### src/rtl/climate_pkg.sv
// Shared encodings and comfort-band limits for the climate setpoint controller.
// The level helper covers both builds; callers pass use_h = 0 when humidity is ignored.
package climate_pkg;

  typedef enum logic [1:0] {
    MODE_IDLE   = 2'd0,
    MODE_AUTO   = 2'd1,
    MODE_MANUAL = 2'd2,
    MODE_RSVD   = 2'd3
  } mode_e;

  typedef enum logic [1:0] {
    HVAC_OFF  = 2'd0,
    HVAC_HEAT = 2'd1,
    HVAC_COOL = 2'd2
  } hvac_e;

  localparam logic [31:0] LVL0_T_LO = 32'd24;
  localparam logic [31:0] LVL0_T_HI = 32'd27;
  localparam logic [31:0] LVL1_T_LO = 32'd22;
  localparam logic [31:0] LVL1_T_HI = 32'd29;
  localparam logic [31:0] LVL2_T_LO = 32'd20;
  localparam logic [31:0] LVL2_T_HI = 32'd31;
  localparam logic [31:0] LVL0_H_LO = 32'd40;
  localparam logic [31:0] LVL0_H_HI = 32'd60;
  localparam logic [31:0] LVL1_H_LO = 32'd30;
  localparam logic [31:0] LVL1_H_HI = 32'd70;
  localparam logic [31:0] LVL2_H_LO = 32'd20;
  localparam logic [31:0] LVL2_H_HI = 32'd80;

  // Bands are nested, so testing from widest to narrowest leaves the tightest match.
  function automatic logic [1:0] level_of(input logic [31:0] t, input logic [31:0] h,
                                          input logic use_h);
    logic [1:0] lvl;
    lvl = 2'd3;
    if ((t >= LVL2_T_LO) && (t <= LVL2_T_HI) && (!use_h || ((h >= LVL2_H_LO) && (h <= LVL2_H_HI)))) begin
      lvl = 2'd2;
    end
    if ((t >= LVL1_T_LO) && (t <= LVL1_T_HI) && (!use_h || ((h >= LVL1_H_LO) && (h <= LVL1_H_HI)))) begin
      lvl = 2'd1;
    end
    if ((t >= LVL0_T_LO) && (t <= LVL0_T_HI) && (!use_h || ((h >= LVL0_H_LO) && (h <= LVL0_H_HI)))) begin
      lvl = 2'd0;
    end
    return lvl;
  endfunction

endpackage

### src/rtl/climate_setpoint_ctrl_btn_repeat.sv
// Button edge detect plus hold/auto-repeat counter; emits registered one-cycle step pulses.
// en_i is high only while this button is pressed alone in MANUAL mode.
module btn_repeat #(
  parameter int HOLD_CYC   = 50_000_000,
  parameter int REPEAT_CYC = 10_000_000
) (
  input  logic clk,
  input  logic reset,
  input  logic btn_i,
  input  logic en_i,
  output logic step_o
);

  localparam int CMAX = (HOLD_CYC > REPEAT_CYC) ? HOLD_CYC : REPEAT_CYC;
  localparam int CW   = $clog2(CMAX + 1);
  localparam logic [CW-1:0] HOLD_LAST = CW'(HOLD_CYC - 1);
  localparam logic [CW-1:0] REP_LAST  = CW'(REPEAT_CYC - 1);

  logic          btn_q;
  logic          active_q;
  logic          rep_q;
  logic [CW-1:0] cnt_q;
  logic          step_q;
  logic [CW-1:0] last_s;

  assign last_s = rep_q ? REP_LAST : HOLD_LAST;
  assign step_o = step_q;

  // Previous level resets high so a button held through reset is not seen as a new press.
  always_ff @(posedge clk or posedge reset) begin
    if (reset) begin
      btn_q    <= 1'b1;
      active_q <= 1'b0;
      rep_q    <= 1'b0;
      cnt_q    <= '0;
      step_q   <= 1'b0;
    end else begin
      btn_q  <= btn_i;
      step_q <= 1'b0;
      if (!en_i) begin
        active_q <= 1'b0;
        rep_q    <= 1'b0;
        cnt_q    <= '0;
      end else if (!btn_q) begin
        active_q <= 1'b1;
        rep_q    <= 1'b0;
        cnt_q    <= CW'(1);
        step_q   <= 1'b1;
      end else if (active_q) begin
        if (cnt_q == last_s) begin
          step_q <= 1'b1;
          rep_q  <= 1'b1;
          cnt_q  <= '0;
        end else begin
          cnt_q <= cnt_q + CW'(1);
        end
      end else begin
        cnt_q <= '0;
      end
    end
  end

endmodule

### src/rtl/climate_setpoint_ctrl.sv
// Thermostat setpoint, HVAC heat/cool FSM, comfort level and ultrasonic toggle.
// Build option: define CLIMATE_HUMID_LEVEL_EN to include humidity in the level bands.
module climate_setpoint_ctrl
  import climate_pkg::*;
#(
  parameter int TW         = 8,
  parameter int TEMP_MIN   = 18,
  parameter int TEMP_MAX   = 35,
  parameter int TEMP_RST   = 24,
  parameter int STEP       = 1,
  parameter int HOLD_CYC   = 50_000_000,
  parameter int REPEAT_CYC = 10_000_000,
  parameter int HYST       = 1
) (
  input  logic          clk,
  input  logic          reset,
  input  logic          btn_up,
  input  logic          btn_dn,
  input  logic          btn_mode,
  input  logic [1:0]    mode,
  input  logic [TW-1:0] cur_temp,
  input  logic [TW-1:0] humidity,
  output logic [TW-1:0] target_temp,
  output logic [1:0]    hvac_state,
  output logic          heat_cool,
  output logic [1:0]    level,
  output logic          ultrasonic_mode
);

  localparam logic [TW:0]   MAX_W  = (TW+1)'(TEMP_MAX);
  localparam logic [TW:0]   MIN_W  = (TW+1)'(TEMP_MIN);
  localparam logic [TW:0]   STEP_W = (TW+1)'(STEP);
  localparam logic [TW:0]   HYST_W = (TW+1)'(HYST);
  localparam logic [TW-1:0] MAX_N  = TW'(TEMP_MAX);
  localparam logic [TW-1:0] MIN_N  = TW'(TEMP_MIN);
  localparam logic [TW-1:0] RST_N  = TW'(TEMP_RST);
  localparam logic [TW-1:0] STEP_N = TW'(STEP);

  logic          manual_s, off_mode_s;
  logic          en_up_s, en_dn_s, step_up_s, step_dn_s;
  logic [TW:0]   tgt_w_s, cur_w_s, sum_s;
  logic [TW-1:0] up_s, dn_s, target_d, target_q;
  logic [1:0]    level_s, level_q;
  hvac_e         hvac_q;
  logic          heat_cool_q, mode_btn_q, us_q;

  assign manual_s   = (mode == MODE_MANUAL);
  assign off_mode_s = (mode != MODE_AUTO) && (mode != MODE_MANUAL);
  assign en_up_s    = btn_up & ~btn_dn & manual_s;
  assign en_dn_s    = btn_dn & ~btn_up & manual_s;

  btn_repeat #(.HOLD_CYC(HOLD_CYC), .REPEAT_CYC(REPEAT_CYC)) u_rpt_up (
    .clk(clk), .reset(reset), .btn_i(btn_up), .en_i(en_up_s), .step_o(step_up_s)
  );

  btn_repeat #(.HOLD_CYC(HOLD_CYC), .REPEAT_CYC(REPEAT_CYC)) u_rpt_dn (
    .clk(clk), .reset(reset), .btn_i(btn_dn), .en_i(en_dn_s), .step_o(step_dn_s)
  );

  assign tgt_w_s = {1'b0, target_q};
  assign cur_w_s = {1'b0, cur_temp};
  assign sum_s   = tgt_w_s + STEP_W;

  // Saturating step arithmetic one bit wider than the bus so nothing wraps.
  always_comb begin
    up_s     = (sum_s > MAX_W) ? MAX_N : sum_s[TW-1:0];
    dn_s     = (tgt_w_s < (MIN_W + STEP_W)) ? MIN_N : (target_q - STEP_N);
    target_d = target_q;
    if (step_up_s) begin
      target_d = up_s;
    end else if (step_dn_s) begin
      target_d = dn_s;
    end else begin
      target_d = target_q;
    end
  end

  always_ff @(posedge clk or posedge reset) begin
    if (reset) begin
      target_q <= RST_N;
    end else begin
      target_q <= target_d;
    end
  end

  // HVAC state machine; heat_cool is registered alongside the state it mirrors.
  always_ff @(posedge clk or posedge reset) begin
    if (reset) begin
      hvac_q      <= HVAC_OFF;
      heat_cool_q <= 1'b0;
    end else if (off_mode_s) begin
      hvac_q      <= HVAC_OFF;
      heat_cool_q <= 1'b0;
    end else begin
      case (hvac_q)
        HVAC_OFF: begin
          if (cur_w_s > (tgt_w_s + HYST_W)) begin
            hvac_q      <= HVAC_COOL;
            heat_cool_q <= 1'b1;
          end else if ((cur_w_s + HYST_W) < tgt_w_s) begin
            hvac_q      <= HVAC_HEAT;
            heat_cool_q <= 1'b0;
          end else begin
            hvac_q      <= HVAC_OFF;
            heat_cool_q <= 1'b0;
          end
        end
        HVAC_COOL: begin
          if (cur_w_s <= tgt_w_s) begin
            hvac_q      <= HVAC_OFF;
            heat_cool_q <= 1'b0;
          end else begin
            hvac_q      <= HVAC_COOL;
            heat_cool_q <= 1'b1;
          end
        end
        HVAC_HEAT: begin
          hvac_q      <= (cur_w_s >= tgt_w_s) ? HVAC_OFF : HVAC_HEAT;
          heat_cool_q <= 1'b0;
        end
        default: begin
          hvac_q      <= HVAC_OFF;
          heat_cool_q <= 1'b0;
        end
      endcase
    end
  end

  always_comb begin
`ifdef CLIMATE_HUMID_LEVEL_EN
    level_s = level_of(32'(cur_temp), 32'(humidity), 1'b1);
`else
    level_s = level_of(32'(cur_temp), 32'(humidity), 1'b0);
`endif
  end

  // Level register plus ultrasonic toggle; the mode-button history resets high like the steppers.
  always_ff @(posedge clk or posedge reset) begin
    if (reset) begin
      level_q    <= 2'd3;
      mode_btn_q <= 1'b1;
      us_q       <= 1'b0;
    end else begin
      level_q    <= level_s;
      mode_btn_q <= btn_mode;
      us_q       <= us_q ^ (btn_mode & ~mode_btn_q);
    end
  end

  assign target_temp     = target_q;
  assign hvac_state      = hvac_q;
  assign heat_cool       = heat_cool_q;
  assign level           = level_q;
  assign ultrasonic_mode = us_q;

endmodule

### config.mk
export PLATFORM = sky130hd
export DESIGN_NAME = climate_setpoint_ctrl
export DESIGN_NICKNAME = d
export VERILOG_FILES = /design/src/rtl/climate_pkg.sv /design/src/rtl/climate_setpoint_ctrl_btn_repeat.sv /design/src/rtl/climate_setpoint_ctrl.sv
export SDC_FILE = /design/constraint.sdc
export NUM_CORES = 1
export LEC_CHECK = 0
export ABC_AREA = 1
export CORE_MARGIN = 4
export CORE_UTILIZATION = 56
export CTS_BUF_LIST = sky130_fd_sc_hd__clkbuf_4
export CTS_CLUSTER_SIZE = 16
export DETAILED_ROUTE_END_ITERATION = 8
export PLACE_DENSITY = 0.79
export SLEW_MARGIN = 0
export SYNTH_ARGS = -nofsm -noshare
export SYNTH_HDL_FRONTEND = slang
export SYNTH_HIERARCHICAL = 1
export SYNTH_SLANG_ARGS = --single-unit
export TNS_END_PERCENT = 1
### constraint.sdc
create_clock -name clk -period 2.2 [get_ports clk]
set_clock_uncertainty 0.15 [all_clocks]
set_input_delay 0.22 -clock clk [delete_from_list [all_inputs] [get_ports clk]]
set_output_delay 0.22 -clock clk [all_outputs]
set_load 0.1 [all_outputs]
==> results of run 1 <==
## repair_timing
action / in CTS / in global routing
buffers inserted: 4 / 5
pin swaps: 10 / 15
setup endpoints to repair: 3 / 3
gates resized for setup: 4 / 23
## flip-flops by register name (all words and copies together), names as in the netlist
register and flops:
ultrasonic_mode 1, u_rpt_dn/step_o 1, hvac_state 2, level 2
u_rpt_dn/cnt_q 26, u_rpt_up/btn_q 1, u_rpt_up/active_q 1, u_rpt_dn/btn_q 1
mode_btn_q 1, heat_cool 1, target_temp 8, u_rpt_up/step_o 1
u_rpt_dn/active_q 1, u_rpt_up/cnt_q 26, u_rpt_dn/rep_q 1, u_rpt_up/rep_q 1
## layout by cell type, fill, tap and decap left out, drive strengths merged, types with 9 or more instances in the layout
cell / instances
nor2: 160
xnor2: 14
a21oi: 29
nor3: 28
dfrtp: 68
nand4: 11
o21ai: 18
buf: 78
ha: 33
nand3: 60
nand2: 158
clkbuf: 9
inv: 106
clkdlybuf4s50: 14
xor2: 27
## path summary, 6_finish.rpt
kind,startpoint,slack [ps],end,cells past startpoint
worst max-delay path,target_temp[1]$_DFFE_PP0P_,-110,hvac_state[0]$_DFF_PP0_,14
worst min-delay path,reset,30,u_rpt_up/cnt_q[17]$_DFF_PP0_,3
worst max register to register,target_temp[1]$_DFFE_PP0P_,-110,hvac_state[0]$_DFF_PP0_,14
worst min register to register,ultrasonic_mode$_DFF_PP0_,340,ultrasonic_mode$_DFF_PP0_,1
max in group asynchronous,reset,1340,target_temp[0]$_DFFE_PP0P_,2
min in group clk,btn_mode,50,mode_btn_q$_DFF_PP1_,1
## worst register-to-register path, cell delays in order, from the launching register on
cell and delay, ps:
sky130_fd_sc_hd__dfrtp_4 530, sky130_fd_sc_hd__ha_4 180, sky130_fd_sc_hd__nand2_4 80, sky130_fd_sc_hd__inv_4 40, sky130_fd_sc_hd__or2_4 260, sky130_fd_sc_hd__ha_4 220, sky130_fd_sc_hd__nand2_2 50, sky130_fd_sc_hd__inv_2 40
sky130_fd_sc_hd__o21bai_4 120, sky130_fd_sc_hd__nand3_2 90, sky130_fd_sc_hd__nand4_1 110, sky130_fd_sc_hd__nand3_1 90, sky130_fd_sc_hd__nand2_2 130, sky130_fd_sc_hd__nand2_2 70, sky130_fd_sc_hd__a21oi_2 110
## metal layers
metal	vias to the layer above	global-route usage [%]	wire length (µm)
met5	-	0	0
met4	0	7.59	291
met3	28	5.77	1060
met2	192	40.1	6330
met1	2362	35.1	6260
li1	2537	-	-
## stage by stage
| step | hold WS [ps] | setup TNS, ps | cell area [µm²] | utilization, % |
|---|---|---|---|---|
| floorplan | -32.2 | -332 | 5470 | - |
| global placement | 312 | -375 | 6230 | 67.1 |
| detailed placement | 319 | -610 | 6230 | 67.1 |
| CTS | 24.9 | -306 | 6410 | 69.0 |
| global route | 16.3 | -550 | 6550 | 70.5 |
| finish | 35.0 | -269 | 6550 | 70.5 |
## logic make-up (layout without fill, tap and decap cells)
| group | after synthesis | count (layout) | share of synthesized area, % |
|---|---|---|---|
| and+or+nand+nor | 425 | 425 | 36.3 |
| buffers and inverters | 108 | 209 | 8.26 |
| DFF | 75 | 75 | 35.0 |
| AOI/OAI and AO/OA | 56 | 56 | 6.17 |
| xor gates and xnor gates | 41 | 41 | 6.66 |
| adders and majority gates | 33 | 33 | 7.66 |
## power breakdown
group          internal (W)  switching, W
Clock              0.000261      0.000598
Sequential          0.00150      0.000128
Combinational       0.00103       0.00165
Total               0.00279       0.00238
## final cells by class
type                            count  share of cell area (%)
Clock buffer                        9                    1.03
Timing Repair Buffer               92                    11.3
Sequential cell                    75                    29.2
Tap cell                          129                    2.47
Clock inverter                      7                   0.994
Inverter                          101                    5.83
Multi-Input combinational cell    555                    49.3
==> impl_results.rst, run 1 <==
.. list-table::
   :header-rows: 1

   * - Metric
     - Value
   * - Critical Path Start Type
     - flip-flop
   * - Smallest setup slack after layout
     - -105 ps
   * - Total grt overflow
     - 0
   * - Clk pin slew, worst setup/hold paths
     - 150 ps
   * - Number of nets in the synthesized netlist
     - 794
   * - Worst-case setup slack after placement
     - -359 ps
   * - Status
     - complete, but fails checks
   * - Antenna-violating nets left
     - 0
   * - Tmin final
     - 2310 ps
   * - Buffer depth of the longest clock path
     - 2
   * - Cell with the most instances on the worst path
     - sky130_fd_sc_hd__nand2_2
   * - Sequential share of the synthesized area
     - about a third
   * - Total count of hold-check failures in the final report
     - 0
   * - Worst-Skew Late Latency
     - 460 ps
   * - Number of top-level design ports
     - 37
   * - Number of rows in the core area
     - 35
   * - Input/output buffers
     - 28
   * - Slew at the pin closest to its max-slew limit
     - 662 ps
   * - Most instantiated cells after synthesis
     - 143 x sky130_fd_sc_hd__nor2_1, 139 x sky130_fd_sc_hd__nand2_1, 99 x sky130_fd_sc_hd__inv_1, 68 x sky130_fd_sc_hd__dfrtp_1, 53 x sky130_fd_sc_hd__nand3_1
   * - Die extent in x
     - about 110 µm
   * - Top cell type's share of synthesized area
     - approximately a third
   * - Min-Delay Path Class
     - primary input to asynchronous set/reset pin
   * - P&R area growth vs syn
     - 21.4%
   * - First-pass DRT Iterations
     - 7
   * - CTS HTree Levels
     - 3
   * - # diodes
     - 0
   * - DIE HEIGHT
     - 106 µm
   * - Total chip power
     - around 0.0052 W
   * - RSZ-0062 raised after global routing
     - true
   * - Final routed DRC violation total
     - 0
   * - Clock root cell
     - sky130_fd_sc_hd__clkbuf_4
   * - Master of the slowest instance on the critical path
     - sky130_fd_sc_hd__dfrtp_4
   * - Area taken by multi-input logic gates
     - 3220 µm²
   * - Crit path buf inv count
     - 2
   * - Total power per unit cell area
     - 789 nW/µm²
   * - Fraction of final layout cells sized beyond drive strength 1
     - 22.8%
   * - Drt wl/cell
     - 14.4 µm
   * - Number of vias per cell
     - 5.29
   * - Total wire length after detailed routing
     - 13.9 mm
   * - Std-Cell Core Area
     - 9280 µm²
   * - Most frequently used cell type in the post-synthesis netlist
     - sky130_fd_sc_hd__nor2_1
   * - Total area of sequential cells
     - 1910 µm²
   * - Largest fanout of any net on the critical path
     - 3
   * - Number of fill cells in the layout
     - 774
   * - Non-filler cells, final
     - ~970
   * - Total CTS buffers
     - 9
   * - Biggest area consumer among synthesized cells
     - sky130_fd_sc_hd__dfrtp_1
   * - Leakage power of the design
     - 2.88 nW
   * - Kind of cell adding the most delay to the critical path
     - simple AND/OR/NAND/NOR gates
   * - First-pass GRT wire length
     - 23.1 mm
   * - Mean instance size in the synthesized netlist
     - 7.30 µm²
   * - Vias
     - 5,119
   * - Final cycle utilization of the critical path
     - 105%
   * - Critical path's largest stage delay
     - 530 ps
   * - Largest voltage drop on the vdd net
     - 0.686 mV
   * - Netlist area before placement
     - around 5400 µm²
   * - Number of global-route vias before repair
     - between 4,000 and 5,000
   * - Nets@finish
     - 890
   * - Total of endpoints with negative setup slack in the final report
     - 3
   * - Number of synthesized flops with an enable pin
     - 0
   * - Max Clk Rate
     - 434 MHz
   * - Sinks on the clock net
     - 75
   * - Yosys Warn Count
     - 6
   * - Initial antenna violation count
     - 0
   * - CP required
     - 2450 ps
   * - Series of cell instances along the critical path
     - ha_4 > nand2_4 > inv_4 > or2_4 > ha_4 > nand2_2 > inv_2 > o21bai_4 > nand3_2 > nand4_1 > nand3_1 > nand2_2 > nand2_2 > a21oi_2
   * - Final HPWL from detailed placement
     - 10.6 mm
   * - Post-CTS Hold Buffers
     - 0
   * - Gate count after technology mapping
     - 738
   * - Die footprint
     - 11,300 µm²
   * - Slew HR
     - 55.8%
   * - Startpoint-to-endpoint class of the critical path
     - flip-flop to flip-flop
   * - DRC violation total after the first TritonRoute iteration
     - 415
   * - Routability congestion estimate from global placement
     - 0.982
   * - CTS tree
     - yes
   * - Pins over their slew limit
     - 0
   * - Share of synthesized registers carrying an async set or reset
     - 100%
   * - Initial standard-cell utilization of the core
     - 58.1%
   * - Post-synthesis register bit count
     - 75
   * - Top post-synthesis cells by area
     - sky130_fd_sc_hd__dfrtp_1 32%, sky130_fd_sc_hd__nor2_1 10%, sky130_fd_sc_hd__nand2_1 9.7%
   * - Total routing resource utilization after global routing
     - 25.4%
   * - Post-synth cell types
     - 36
   * - Signal arrival time at the worst endpoint
     - around 2600 ps
   * - Synth Flop Type
     - sky130_fd_sc_hd__dfrtp_1
   * - Number of maximum-capacitance constraint violations
     - 0
   * - Number of instances in the placed design
     - around 940
   * - CP Capture Type
     - flip-flop
   * - Failing checks
     - setup timing
   * - Maximum number of pins on one net before global-route repair
     - 31
Note: power is estimated with default switching activity, not from simulation.
==> run 2: changes to the inputs <==
--- a/config.mk
+++ b/config.mk
@@ -6,12 +6,13 @@
 export NUM_CORES = 1
 export LEC_CHECK = 0
 export ABC_AREA = 1
+export CAP_MARGIN = 10
 export CORE_MARGIN = 4
-export CORE_UTILIZATION = 56
+export CORE_UTILIZATION = 62
 export CTS_BUF_LIST = sky130_fd_sc_hd__clkbuf_4
 export CTS_CLUSTER_SIZE = 16
 export DETAILED_ROUTE_END_ITERATION = 8
-export PLACE_DENSITY = 0.79
+export PLACE_DENSITY = 0.83
 export SLEW_MARGIN = 0
 export SYNTH_ARGS = -nofsm -noshare
 export SYNTH_HDL_FRONTEND = slang
==> constraint.sdc (replaced) <==
create_clock -name clk -period 2.6 [get_ports clk]
set_clock_uncertainty 0.15 [all_clocks]
set_input_delay 0.26 -clock clk [delete_from_list [all_inputs] [get_ports clk]]
set_output_delay 0.26 -clock clk [all_outputs]
set_load 0.02 [all_outputs]
==> impl_results.rst, run 2 (synthesized netlist as in run 1, its figures left out) <==
.. list-table::
   :header-rows: 1

   * - Metric
     - Value
   * - Total power per unit cell area
     - between 500 and 600 nW/µm²
   * - DRC violation total after the first TritonRoute iteration
     - 262
   * - Buffer depth of the longest clock path
     - 2
   * - Routability congestion estimate from global placement
     - roughly 0.9
   * - Post-CTS Repair Setup Buffers
     - 0
   * - Critical path's largest stage delay
     - 630 ps
   * - Max Clk Rate
     - 417 MHz
   * - Kind of cell adding the most delay to the critical path
     - simple AND/OR/NAND/NOR gates
   * - Tmin final
     - 2400 ps
   * - Post-CTS Hold Buffers
     - 0
   * - # diodes
     - 0
   * - R2r setup slk
     - between 200 and 250 ps
   * - Critical register-to-register path endpoint
     - hvac_state[0]$_DFF_PP0_
   * - Fraction of final layout cells sized beyond drive strength 1
     - 12.1%
   * - Most common cell after layout, fill and taps aside
     - sky130_fd_sc_hd__nor2_1
   * - Sinks on the clock net
     - 75
   * - Total routing resource utilization after global routing
     - 25.5%
   * - Final routed DRC violation total
     - 0
   * - RSZ-0062 raised after global routing
     - false
   * - Final HPWL from detailed placement
     - about 9.5 mm
   * - Number of gates resized after CTS
     - 0
   * - Total wire length after detailed routing
     - 12.2 mm
   * - CP required
     - 2770 ps
   * - Number of top-level design ports
     - 37
   * - Die extent in x
     - between 100 and 150 µm
   * - CTS tree
     - yes
   * - Initial standard-cell utilization of the core
     - 64.6%
   * - Crit path buf inv count
     - 2
   * - Worst flop-to-flop path startpoint
     - target_temp[3]$_DFFE_PP1P_
   * - Count of cells along the worst hold path
     - 1
   * - Final cycle utilization of the critical path
     - 92.2%
   * - Number of global-route vias before repair
     - 4,745
   * - Leakage power of the design
     - 2.63 nW
   * - Worst min-delay path endpoint
     - mode_btn_q$_DFF_PP1_
   * - Drt wl/cell
     - 13.6 µm
   * - Pins over their slew limit
     - 0
   * - Signal arrival time at the worst endpoint
     - around 2600 ps
   * - Min-Delay Path Class
     - primary input to flip-flop
   * - CP Capture Type
     - flip-flop
   * - Utilization after layout
     - between 70 and 80%
   * - Number of vias per cell
     - 5.42
   * - Startpoint-to-endpoint class of the critical path
     - flip-flop to flip-flop
   * - Slew at the pin closest to its max-slew limit
     - ~640 ps
   * - Maximum number of pins on one net before global-route repair
     - 31
   * - Critical Path Start Type
     - flip-flop
   * - Nets@finish
     - 844
   * - Status
     - complete, no violations
   * - Number of maximum-capacitance constraint violations
     - 0
   * - Antenna-violating nets left
     - 0
   * - Std-Cell Core Area
     - 8340 µm²
   * - Clk pin slew, worst setup/hold paths
     - 130 ps
   * - Vias
     - 4,868
   * - Worst R2R Path Depth
     - 13
   * - First-pass DRT Iterations
     - 5
   * - Total of endpoints with negative setup slack in the final report
     - 0
   * - Series of cell instances along the critical path
     - inv_1 > xor2_1 > inv_1 > ha_1 > nand2_1 > nor2_1 > nand2_1 > nand3_1 > nand4_1 > nand3_1 > nand2_2 > nand2_1 > a21oi_2
   * - Number of rows in the core area
     - 33
   * - Clock root cell
     - sky130_fd_sc_hd__clkbuf_4
   * - Cell with the most instances on the worst path
     - sky130_fd_sc_hd__nand2_1
   * - Commonest cells after routing, fill and taps aside
     - 143 x sky130_fd_sc_hd__nor2_1, 139 x sky130_fd_sc_hd__nand2_1, 99 x sky130_fd_sc_hd__inv_1
   * - Die footprint
     - about 10,000 µm²
   * - CTS HTree Levels
     - 3
   * - Largest voltage drop on the vdd net
     - 0.309 mV
   * - First-pass GRT wire length
     - 21.2 mm
   * - Total grt overflow
     - 0
   * - DIE HEIGHT
     - 101 µm
   * - Initial antenna violation count
     - 0
   * - Total CTS buffers
     - 9
   * - Beginning of the worst hold path
     - btn_mode
   * - Summed negative setup slack over all endpoints
     - 0 ps
   * - Number of fill cells in the layout
     - 696
   * - P&R area growth vs syn
     - 11.2%
   * - Master of the slowest instance on the critical path
     - sky130_fd_sc_hd__dfstp_2
   * - Total count of hold-check failures in the final report
     - 0
   * - Largest fanout of any net on the critical path
     - 7
   * - Input/output buffers
     - 28
   * - Worst-Skew Late Latency
     - 410 ps
   * - Slew HR
     - 57.5%
==> run 2: cell count changes in the layout (fill, tap and decap cells not counted), moves of 6 or more <==
cell,delta
sky130_fd_sc_hd__clkdlybuf4s50_1,+14
sky130_fd_sc_hd__inv_1,+8
sky130_fd_sc_hd__inv_2,-7
sky130_fd_sc_hd__buf_4,-58
sky130_fd_sc_hd__dfrtp_1,+6
==> run 2: worst reg2reg max path, cell delays in order, from the launching register on <==
cell and delay (ps):
sky130_fd_sc_hd__dfstp_2 630, sky130_fd_sc_hd__inv_1 150, sky130_fd_sc_hd__xor2_1 260, sky130_fd_sc_hd__inv_1 110, sky130_fd_sc_hd__ha_1 280, sky130_fd_sc_hd__nand2_1 50, sky130_fd_sc_hd__nor2_1 120, sky130_fd_sc_hd__nand2_1 70
sky130_fd_sc_hd__nand3_1 100, sky130_fd_sc_hd__nand4_1 100, sky130_fd_sc_hd__nand3_1 110, sky130_fd_sc_hd__nand2_2 70, sky130_fd_sc_hd__nand2_1 70, sky130_fd_sc_hd__a21oi_2 50
==> run 2: how the worst max path moves through the flow <==
stage | start | slack, ps | cells after the start | end
final | target_temp[3]$_DFFE_PP1P_ | 200 | 13 | hvac_state[0]$_DFF_PP0_
after CTS | target_temp[3]$_DFFE_PP1P_ | 200 | 13 | hvac_state[0]$_DFF_PP0_
after global routing | target_temp[2]$_DFFE_PP0P_ | 3 | 14 | hvac_state[0]$_DFF_PP0_
after global placement | cur_temp[0] | 100 | 12 | hvac_state[0]$_DFF_PP0_
after floorplan | target_temp[0]$_DFFE_PP0P_ | 230 | 14 | hvac_state[0]$_DFF_PP0_
after detailed placement | cur_temp[1] | 40 | 12 | hvac_state[0]$_DFF_PP0_
==> run 2: area by class of cell <==
class	instances	area (µm²)	area share [%]
well taps	105	131	2.19
clock inverters	5	30.0	0.501
multi-input cells	555	3060	51.0
clock buffers	11	82.6	1.38
inverters	101	379	6.32
flip-flops and latches	75	1890	31.4
repair buffers	46	428	7.14
==> run 2: through the flow <==
step / setup WS (ps) / instance area [µm²] / std cells / hold slack (ps) / power (W)
after floorplan: 227 / 5390 / 738 / 7.90 / 0.00219
after global placement: 95.7 / 5880 / 882 / 310 / 0.00256
after detailed placement: 35.1 / 5880 / 882 / 325 / 0.00261
after CTS: 197 / 6000 / 898 / 87.4 / 0.00325
after global routing: 3.43 / 6000 / 898 / 71.3 / 0.00349
final: 203 / 6000 / 898 / 110 / 0.00323
==> run 2: power by group <==
part	leakage [nW]	internal (W)	switching, W
logic	1.56	0.000495	0.000757
clock network	0.0643	0.000214	0.000411
registers	1.01	0.00125	0.000106
==> run 2: metal layers <==
metal	wire, µm	GRT usage [%]	up-vias	part of all wire (%)
li1	-	-	2442	-
met1	5370	33.7	2242	44
met2	5770	42.2	154	47
met3	734	4.27	30	6.0
met4	349	9.51	0	2.9
met5	0	0	-	0
==> run 3: changes to the inputs <==
--- a/config.mk
+++ b/config.mk
@@ -10,8 +10,10 @@
 export CORE_MARGIN = 4
 export CORE_UTILIZATION = 62
 export CTS_BUF_LIST = sky130_fd_sc_hd__clkbuf_4
+export CTS_CLUSTER_DIAMETER = 30
 export CTS_CLUSTER_SIZE = 16
 export DETAILED_ROUTE_END_ITERATION = 8
+export GPL_TIMING_DRIVEN = 1
 export PLACE_DENSITY = 0.83
 export SLEW_MARGIN = 0
 export SYNTH_ARGS = -nofsm -noshare
==> results of run 3 <==
Final layout, timing and power as in run 2 (identical DEF).
